==> src/rtl/dispatch_ctrl_slice_if.sv <==
// Control bundles exchanged around the decode/dispatch pipeline slice.
//
// control_decode_io   : control fields produced by decode for one instruction.
//   modport out       : the slice's view of the bundle (all fields are inputs).
// control_dispatch_io : control fields handed to the dispatch stage.
//   modport in        : the slice's view of the bundle (all fields are outputs).

interface control_decode_io;
    logic       jump;
    logic       rs_fpu;
    logic [3:0] dispatch_unit;
    logic [1:0] alu_op;
    logic [2:0] imm_src;
    logic       alu_src;
    logic       store_src;
    logic       reg_write;
    logic       fpu_reg_write;
    logic [1:0] result_src;
    logic [2:0] funct3;
    logic       op_5_xor_6;

    modport out (
        input jump, rs_fpu, dispatch_unit, alu_op, imm_src, alu_src, store_src,
              reg_write, fpu_reg_write, result_src, funct3, op_5_xor_6
    );
endinterface

interface control_dispatch_io;
    logic       jump;
    logic       rs_fpu;
    logic       alu_src;
    logic       store_src;
    logic       reg_write;
    logic       fpu_reg_write;
    logic [1:0] result_src;
    logic [3:0] alu_control;

    modport in (
        output jump, rs_fpu, alu_src, store_src, reg_write, fpu_reg_write,
               result_src, alu_control
    );
endinterface

==> src/rtl/dispatch_ctrl_slice.sv <==
// Pipeline slice between decode and dispatch. Decodes alu_control from
// alu_op/funct3, then buffers the control bundle in a two-entry skid buffer
// (main register drives the outputs, skid register catches the one entry that
// can arrive while the head is stalled). in_ready depends only on registered
// state, so there is no combinational path from out_ready back to decode.
//
// Ports:
//   clk, rst_n          clock, asynchronous active-low reset
//   flush               synchronous drop of all buffered entries
//   dec                 decode control bundle (input)
//   funct7_5            instruction bit 30
//   in_tag/in_valid     incoming entry tag and valid
//   in_ready            slice can accept an entry
//   disp                dispatch control bundle of the head entry (output)
//   out_dispatch_unit   target unit select of the head entry
//   out_tag/out_valid   head entry tag and valid
//   out_ready           dispatch consumes the head entry
//
// state   | meaning
// S_EMPTY | no entries buffered
// S_ONE   | main register holds the head, skid empty
// S_TWO   | main and skid both hold entries; in_ready is low

module dispatch_ctrl_slice #(
    parameter int TAG_W = 6
) (
    input  logic             clk,
    input  logic             rst_n,
    input  logic             flush,
    control_decode_io.out    dec,
    input  logic             funct7_5,
    input  logic [TAG_W-1:0] in_tag,
    input  logic             in_valid,
    output logic             in_ready,
    control_dispatch_io.in   disp,
    output logic [3:0]       out_dispatch_unit,
    output logic [TAG_W-1:0] out_tag,
    output logic             out_valid,
    input  logic             out_ready
);

    typedef struct packed {
        logic             jump;
        logic             rs_fpu;
        logic             alu_src;
        logic             store_src;
        logic             reg_write;
        logic             fpu_reg_write;
        logic [1:0]       result_src;
        logic [3:0]       alu_control;
        logic [3:0]       dispatch_unit;
        logic [TAG_W-1:0] tag;
    } entry_t;

    typedef enum logic [1:0] {
        S_EMPTY = 2'b00,
        S_ONE   = 2'b01,
        S_TWO   = 2'b11
    } occ_t;

    occ_t   r_state;
    occ_t   w_state_nxt;
    entry_t r_main;
    entry_t r_skid;
    entry_t w_in_entry;
    logic   [3:0] w_alu_control;
    logic   w_accept;
    logic   w_pop;
    logic   w_main_ld;
    logic   w_main_from_skid;
    logic   w_skid_ld;

    // imm_src is part of the decode bundle but has no consumer after dispatch.
    logic   w_unused;
    assign w_unused = ^dec.imm_src;

    always_comb begin
        w_alu_control = 4'b0000;
        case (dec.alu_op)
            2'b01: w_alu_control = 4'b0001;
            2'b10: begin
                case (dec.funct3)
                    3'b000: w_alu_control = (dec.op_5_xor_6 & funct7_5) ? 4'b0001 : 4'b0000;
                    3'b001: w_alu_control = 4'b0010;
                    3'b010: w_alu_control = 4'b0011;
                    3'b011: w_alu_control = 4'b0100;
                    3'b100: w_alu_control = 4'b0101;
                    3'b101: w_alu_control = funct7_5 ? 4'b0111 : 4'b0110;
                    3'b110: w_alu_control = 4'b1000;
                    default: w_alu_control = 4'b1001;
                endcase
            end
            2'b11: begin
                case (dec.funct3)
                    3'b000: w_alu_control = 4'b1010;
                    3'b001: w_alu_control = 4'b1011;
                    3'b100: w_alu_control = 4'b1100;
                    3'b101: w_alu_control = 4'b1101;
                    3'b110: w_alu_control = 4'b1110;
                    3'b111: w_alu_control = 4'b1111;
                    default: w_alu_control = 4'b0000;
                endcase
            end
            default: w_alu_control = 4'b0000;
        endcase
    end

    always_comb begin
        w_in_entry.jump          = dec.jump;
        w_in_entry.rs_fpu        = dec.rs_fpu;
        w_in_entry.alu_src       = dec.alu_src;
        w_in_entry.store_src     = dec.store_src;
        w_in_entry.reg_write     = dec.reg_write;
        w_in_entry.fpu_reg_write = dec.fpu_reg_write;
        w_in_entry.result_src    = dec.result_src;
        w_in_entry.alu_control   = w_alu_control;
        w_in_entry.dispatch_unit = dec.dispatch_unit;
        w_in_entry.tag           = in_tag;
    end

    assign in_ready  = (r_state != S_TWO);
    assign out_valid = (r_state != S_EMPTY);
    assign w_accept  = in_valid & in_ready & ~flush;
    assign w_pop     = out_valid & out_ready;

    always_ff @(posedge clk or negedge rst_n) begin
        if (!rst_n) begin
            r_state <= S_EMPTY;
        end else begin
            r_state <= w_state_nxt;
        end
    end

    // Main only loads when it is empty or its head leaves this cycle, so the
    // outputs stay stable under backpressure. Skid loads only while main holds.
    always_comb begin
        w_state_nxt      = r_state;
        w_main_ld        = 1'b0;
        w_main_from_skid = 1'b0;
        w_skid_ld        = 1'b0;
        case (r_state)
            S_EMPTY: begin
                if (w_accept) begin
                    w_state_nxt = S_ONE;
                    w_main_ld   = 1'b1;
                end
            end
            S_ONE: begin
                case ({w_accept, w_pop})
                    2'b10: begin
                        w_state_nxt = S_TWO;
                        w_skid_ld   = 1'b1;
                    end
                    2'b01: w_state_nxt = S_EMPTY;
                    2'b11: w_main_ld   = 1'b1;
                    default: w_state_nxt = S_ONE;
                endcase
            end
            S_TWO: begin
                if (w_pop) begin
                    w_state_nxt      = S_ONE;
                    w_main_ld        = 1'b1;
                    w_main_from_skid = 1'b1;
                end
            end
            default: w_state_nxt = S_EMPTY;
        endcase
        // Flush wins over everything; a pop in the same cycle still counts as
        // delivered because dispatch sampled the head before this edge.
        if (flush) begin
            w_state_nxt = S_EMPTY;
        end
    end

    always_ff @(posedge clk or negedge rst_n) begin
        if (!rst_n) begin
            r_main <= '0;
            r_skid <= '0;
        end else begin
            if (w_main_ld) begin
                r_main <= w_main_from_skid ? r_skid : w_in_entry;
            end
            if (w_skid_ld) begin
                r_skid <= w_in_entry;
            end
        end
    end

    assign disp.jump          = r_main.jump;
    assign disp.rs_fpu        = r_main.rs_fpu;
    assign disp.alu_src       = r_main.alu_src;
    assign disp.store_src     = r_main.store_src;
    assign disp.reg_write     = r_main.reg_write;
    assign disp.fpu_reg_write = r_main.fpu_reg_write;
    assign disp.result_src    = r_main.result_src;
    assign disp.alu_control   = r_main.alu_control;
    assign out_dispatch_unit  = r_main.dispatch_unit;
    assign out_tag            = r_main.tag;

endmodule

==> src/flat_wrapper.sv <==
// flat-port wrapper written by rule: the top's interface ports become plain ports
module dispatch_ctrl_slice_flat 
#(
    parameter int TAG_W = 6
)
  (clk, rst_n, flush, funct7_5, in_tag, in_valid, in_ready, out_dispatch_unit, out_tag, out_valid, out_ready, dec_jump, dec_rs_fpu, dec_dispatch_unit, dec_alu_op, dec_imm_src, dec_alu_src, dec_store_src, dec_reg_write, dec_fpu_reg_write, dec_result_src, dec_funct3, dec_op_5_xor_6, disp_jump, disp_rs_fpu, disp_alu_src, disp_store_src, disp_reg_write, disp_fpu_reg_write, disp_result_src, disp_alu_control);
  control_decode_io dec_i ();
  control_dispatch_io disp_i ();
  input  logic clk;
  input  logic rst_n;
  input  logic flush;
  input  logic funct7_5;
  input  logic [TAG_W-1:0] in_tag;
  input  logic in_valid;
  output logic in_ready;
  output logic [3:0] out_dispatch_unit;
  output logic [TAG_W-1:0] out_tag;
  output logic out_valid;
  input  logic out_ready;
  input wire logic [$bits(dec_i.jump)-1:0] dec_jump;
  input wire logic [$bits(dec_i.rs_fpu)-1:0] dec_rs_fpu;
  input wire logic [$bits(dec_i.dispatch_unit)-1:0] dec_dispatch_unit;
  input wire logic [$bits(dec_i.alu_op)-1:0] dec_alu_op;
  input wire logic [$bits(dec_i.imm_src)-1:0] dec_imm_src;
  input wire logic [$bits(dec_i.alu_src)-1:0] dec_alu_src;
  input wire logic [$bits(dec_i.store_src)-1:0] dec_store_src;
  input wire logic [$bits(dec_i.reg_write)-1:0] dec_reg_write;
  input wire logic [$bits(dec_i.fpu_reg_write)-1:0] dec_fpu_reg_write;
  input wire logic [$bits(dec_i.result_src)-1:0] dec_result_src;
  input wire logic [$bits(dec_i.funct3)-1:0] dec_funct3;
  input wire logic [$bits(dec_i.op_5_xor_6)-1:0] dec_op_5_xor_6;
  output wire logic [$bits(disp_i.jump)-1:0] disp_jump;
  output wire logic [$bits(disp_i.rs_fpu)-1:0] disp_rs_fpu;
  output wire logic [$bits(disp_i.alu_src)-1:0] disp_alu_src;
  output wire logic [$bits(disp_i.store_src)-1:0] disp_store_src;
  output wire logic [$bits(disp_i.reg_write)-1:0] disp_reg_write;
  output wire logic [$bits(disp_i.fpu_reg_write)-1:0] disp_fpu_reg_write;
  output wire logic [$bits(disp_i.result_src)-1:0] disp_result_src;
  output wire logic [$bits(disp_i.alu_control)-1:0] disp_alu_control;
  assign dec_i.jump = dec_jump;
  assign dec_i.rs_fpu = dec_rs_fpu;
  assign dec_i.dispatch_unit = dec_dispatch_unit;
  assign dec_i.alu_op = dec_alu_op;
  assign dec_i.imm_src = dec_imm_src;
  assign dec_i.alu_src = dec_alu_src;
  assign dec_i.store_src = dec_store_src;
  assign dec_i.reg_write = dec_reg_write;
  assign dec_i.fpu_reg_write = dec_fpu_reg_write;
  assign dec_i.result_src = dec_result_src;
  assign dec_i.funct3 = dec_funct3;
  assign dec_i.op_5_xor_6 = dec_op_5_xor_6;
  assign disp_jump = disp_i.jump;
  assign disp_rs_fpu = disp_i.rs_fpu;
  assign disp_alu_src = disp_i.alu_src;
  assign disp_store_src = disp_i.store_src;
  assign disp_reg_write = disp_i.reg_write;
  assign disp_fpu_reg_write = disp_i.fpu_reg_write;
  assign disp_result_src = disp_i.result_src;
  assign disp_alu_control = disp_i.alu_control;
  dispatch_ctrl_slice #(.TAG_W(TAG_W)) u_core (.clk(clk), .rst_n(rst_n), .flush(flush), .dec(dec_i), .funct7_5(funct7_5), .in_tag(in_tag), .in_valid(in_valid), .in_ready(in_ready), .disp(disp_i), .out_dispatch_unit(out_dispatch_unit), .out_tag(out_tag), .out_valid(out_valid), .out_ready(out_ready));
endmodule
==> config.mk <==
export PLATFORM = sky130hd
export DESIGN_NAME = dispatch_ctrl_slice_flat
export DESIGN_NICKNAME = d
export VERILOG_FILES = /design/src/rtl/dispatch_ctrl_slice_if.sv /design/src/rtl/dispatch_ctrl_slice.sv /design/src/flat_wrapper.sv
export SDC_FILE = /design/constraint.sdc
export NUM_CORES = 1
export LEC_CHECK = 0
export ABC_CLOCK_PERIOD_IN_PS = 2510
export CORE_MARGIN = 2
export CORE_UTILIZATION = 49
export DETAILED_ROUTE_END_ITERATION = 10
export PLACE_DENSITY = 0.78
export SETUP_SLACK_MARGIN = 0.5
export SYNTH_ARGS = -nofsm -noshare
export SYNTH_HDL_FRONTEND = slang
export SYNTH_SLANG_ARGS = --single-unit
==> constraint.sdc <==
create_clock -name clk -period 2.51 [get_ports clk]
set_input_delay 0.251 -clock clk [delete_from_list [all_inputs] [get_ports clk]]
set_output_delay 0.251 -clock clk [all_outputs]
set_load 0.02 [all_outputs]
Word-level counts from Yosys, hierarchy flattened
Index checks and enable logic that the tools add are counted.

Register bits: 46. Bits of input ports: 33. Logic and storage cells: 67.

Equality and inequality tests: 19. Reduce and logical (&&, ||, !) cells: 4. Bitwise operators: 5. Muxes and demuxes: 18.

Operator list (count): $pmux 4 s7 (1); $pmux 4 s6 (1); $mux 22 (1); $eq 3x3->1 const B (4); $pmux 2 s3 (2); $pmux 4 s3 (1); $eq 2x2->1 const B (5); $mux 1 (8); $eq 2x1->1 const B (3); $eq 3x2->1 const B (2); $mux 2 (3); $ne 3x2->1 const B (2); $and 1x1->1 (4); $eq 3x1->1 const B (1); $logic_not 3->1 (1); $ne 3x3->1 const B (1); $pmux 1 s3 (1); $reduce_and 3->1 (1); $logic_not 2->1 (1); $ne 2x2->1 const B (1); $reduce_bool 2->1 (1); $not 1->1 (1).

Depth between registers and ports, before layout
Depth after elaboration: 7. Mapped depth: 8. Mapped depth without buffers: 6.

Worst setup path after synthesis
Ideal clock, no wire load.

Path type: reg2reg. From: register u_core.r_state[0]. To: register u_core.r_main, in the netlist u_core.disp.fpu_reg_write. Clock period less this slack: 1.813 ns. Arrival: 1.732 ns. Cell stages (with the launch flop): 8. Path buffers: 1. Setup slack: 0.697 ns. Cell sequence: dfrtp_1 inv_1 ha_1 or4b_4 o22ai_4 buf_6 nor2_1 a31oi_2.

Word-level cells in the longest chain between the ends: 6.

RTL lines: start: declaration (line dispatch_ctrl_slice.sv:61) `occ_t r_state;`; start signal: assignment (line dispatch_ctrl_slice.sv:130) `r_state <= w_state_nxt;`; $ne 2x2->1 (line dispatch_ctrl_slice.sv:121) `assign in_ready = (r_state != S_TWO);`; $and 1x1->1 (2 in a row) (line dispatch_ctrl_slice.sv:123) `assign w_accept = in_valid & in_ready & ~flush;`; $eq 2x2->1 (line dispatch_ctrl_slice.sv:149) `case ({w_accept, w_pop})`; $mux 1 (line dispatch_ctrl_slice.sv:149); $pmux 1 s3 (line dispatch_ctrl_slice.sv:141) `case (r_state)`; end signal: assignment (line dispatch_ctrl_slice.sv:181) `r_main <= w_main_from_skid ? r_skid : w_in_entry;`; end: declaration (line dispatch_ctrl_slice.sv:63) `entry_t r_main;`.

Parallel ways exist; a longest one is shown, timed or not. A chain may end at the register's enable or synchronous reset.

Final worst setup path
From: register u_core.r_state[1]. To: register u_core.r_main, in the netlist u_core.out_tag[5].

The elaborated chain is that of the path after synthesis.

==> results.json <==
{
  "skew_ns": 0.003109,
  "worstPathRequired_ns": 2.73,
  "worstSetupPathType": "register to register",
  "antenna_left": 0,
  "wl_per_cell_um": 13.83,
  "drc": 0,
  "clkTransAtPathRegs_ns": 0.08,
  "grt_use_met3_pct": 5.663,
  "first_global_vias": 1692,
  "via_count": 1764,
  "initial_utilization_pct": 50.09,
  "clock_latency_ns": 0.29,
  "fin_tns_setup_ns": 0,
  "grt_setup_unrepaired": "false",
  "cts_tree": "built",
  "min_period_over_period_pct": 77.47,
  "num_rows": 25,
  "cts-htree-levels": 2,
  "boundaryPins": 57,
  "whs_ns": 0.4775,
  "cp_top_family": "simple AND/OR/NAND/NOR gates",
  "critPathBufInv": 2,
  "synthTopCellsByArea": "dfrtp_1 (49%), mux2_2 (11%), a31oi_2 (10%), nand2_1 (7.1%), nor2_1 (3.5%)",
  "finalSetupViolCount": 0,
  "drt_wl_total_mm": 4.607,
  "slew-limit-headroom_pct": 63.47,
  "core_area_sq_um": 4661,
  "reg2reg_depth": 7,
  "viasPerCell": 5.297,
  "met2_usage_pct": 31.13,
  "ys_seq_area_share_pct": 49.30,
  "post-route-util_pct": 67.14,
  "die_area_sq_um": 5333,
  "syn_inst": 217,
  "reg2reg_setup_slack_ns": 0.57,
  "synth_top_area_share_pct": 49.30,
  "p_leak_nw": 1.287,
  "crit_slowest_cell": "or4b_4",
  "maxSlewViolCount": 0,
  "crit_path_cell_trace": "ha_4 > or4b_4 > o22ai_4 > buf_12 > buf_12 > nor2_1 > a31oi_2",
  "grt_pass1_wl_mm": 7.562,
  "top_usage_layer": "met2",
  "antenna_cells": 0,
  "track_usage_pct": 18.33,
  "fmax_mhz": 514.3,
  "cp_max_fo": 11,
  "drt_iter0_markers": 86,
  "grt.met1_usage_pct": 22.79,
  "syn-mean-instance-area_sq_um": 10.76,
  "layout_common_cells": "clkdlybuf4s50_1 (51), nand2_1 (44), dfrtp_1 (44), mux2_2 (22), nor2_1 (22)",
  "cp-end-kind": "register",
  "cp.arrival_ns": 2.16,
  "min_path_type": "input pin to asynchronous set/reset pin",
  "fin_crit_ns": 1.944,
  "cts_root_buffer": "clkbuf_8",
  "crit_path_start_kind": "register",
  "cp_common_cell": "buf_12",
  "r2r-start": "u_core.r_state[1]",
  "yosysTopAreaCell": "dfrtp_1",
  "nFillCells": 360,
  "hold_violations": 0,
  "power_density_nw_per_um2": 1029,
  "die_h_um": 73.03,
  "clockBufferDepth": 2,
  "regToRegEndpoint": "u_core.out_tag[5]",
  "synth.cell_area_sq_um": 2335,
  "dp_hpwl_mm": 3.119,
  "cts_made_buffers": 5,
  "yosysUniqueCellTypes": 32,
  "final_common_cell": "clkdlybuf4s50_1",
  "drive_above_1_share_pct": 25.09,
  "area_delta_synth_final_pct": 34.03,
  "ys_ff_latch": 46,
  "dr.pass1.iters": 4,
  "async_reset_ff_share_pct": 100.0,
  "endpoint": "u_core.out_tag[5]",
  "grt_start_max_net_pins": 25,
  "critPathMaxStageDelay_ns": 0.53,
  "worstSetupStartpoint": "u_core.r_state[1]",
  "portBuffers": 53,
  "syn_nets": 254,
  "synth_edf_count": 0,
  "antenna_found_initial": 0,
  "place_congestion": 0.7270,
  "worst-path-stages": 7,
  "vdd_drop_max_uv": 520.3,
  "tightestPinTransition_ns": 0.5479,
  "max-cap-violations": 0,
  "die_w_um": 73.03,
  "nets": 315,
  "status": "complete, no violations",
  "synthFlopType": "dfrtp_1",
  "cts_num_sinks": 46,
  "yosys_warnings": 0,
  "overflow": 0
}
[state kept, by name, indices dropped and copies added, names as in the netlist]
signal                     count
u_core.disp.result_src         2
u_core.disp.fpu_reg_write      1
u_core.disp.alu_control        4
u_core.disp.jump               1
u_core.r_skid                 22
u_core.r_state                 2
u_core.disp.rs_fpu             1
u_core.disp.reg_write          1
u_core.out_tag                 6
u_core.disp.alu_src            1
u_core.out_dispatch_unit       4
u_core.disp.store_src          1
[where the power goes]
| part | switching (mW) | internal (mW) | total (mW) |
|---|---|---|---|
| logic | 0.667 | 0.790 | 1.46 |
| clock network | 0.240 | 0.221 | 0.461 |
| registers | 0.198 | 1.10 | 1.30 |
| total | 1.11 | 2.11 | 3.22 |
[repair_timing]
| item | 4_1_cts | 5_1_grt |
|---|---|---|
| setup endpoints to repair | 18 | 21 |
| hold endpoints to repair | 23 | 0 |
| setup buffers | 0 | 3 |
| gates resized for setup | 2 | 12 |
| hold buffers | 1 | 0 |
| pin swaps | 0 | 2 |
| gates cloned | 0 | 1 |
[synthesized netlist by cell type (2+ instances only)]
cell and count:
dfrtp_1 46, nand2_1 44, mux2_2 22, nor2_1 22, a31oi_2 19, inv_1 9, a21oi_1 5, clkbuf_1 5
buf_6 4, ha_1 4, nand2b_1 4, buf_2 3, nor2b_1 3, o21a_1 3, o21ai_0 3, and3b_1 2
nand3b_1 2, o211ai_1 2, o22ai_1 2
[metal layers]
metal  share of wire, %  up-vias  wire length [um]
li1                   -      871                 -
met1                 44      849              2040
met2                 50       42              2320
met3                5.0        2               231
met4               0.30        0                14
met5                  0        -                 0
[logic make-up after synthesis]
family / Yosys count / share of synthesized area, %
simple gates: 81 / 15.27
flops: 46 / 49.30
compound gates: 43 / 17.85
mux: 22 / 10.61
buf+inv: 21 / 4.823
fa+ha+maj: 4 / 2.144
[area by class of cell]
type | instances | area [sq um] | area share, %
Clock buffer | 6 | 82.58 | 2.639
Inverter | 9 | 33.78 | 1.080
Sequential cell | 46 | 1154 | 36.87
Timing Repair Buffer | 66 | 683.2 | 21.83
Tap cell | 54 | 67.56 | 2.159
Multi-Input combinational cell | 150 | 1096 | 35.03
Clock inverter | 2 | 12.51 | 0.3998
[per-stage QoR]
stage                     instances  setup WS [ns]  cell area (sq um)  total power [mW]
after floorplan                 217         0.6971               2335             2.148
after detailed placement        320         0.4658               2909             2.694
final                           333         0.5656               3129             3.219
after global placement          320         0.4692               2909             2.652
after global routing            333         0.5000               3129             3.432
after CTS                       329         0.5077               3022             3.169
[how the worst min path moves through the flow]
| stage | depth (start not counted) | slack (ns) | start | end |
|---|---|---|---|---|
| after global placement | 1 | 0.27 | rst_n | u_core.disp.jump |
| after detailed placement | 1 | 0.27 | rst_n | u_core.disp.jump |
| after global routing | 2 | 0.52 | rst_n | u_core.disp.alu_control[2] |
| final | 2 | 0.48 | rst_n | u_core.disp.alu_control[2] |
| after floorplan | 0 | -0.04 | rst_n | u_core.disp.alu_control[0] |
| after CTS | 2 | 0.48 | rst_n | u_core.disp.alu_control[2] |
No activity file was read; power rests on OpenSTA's default activity.
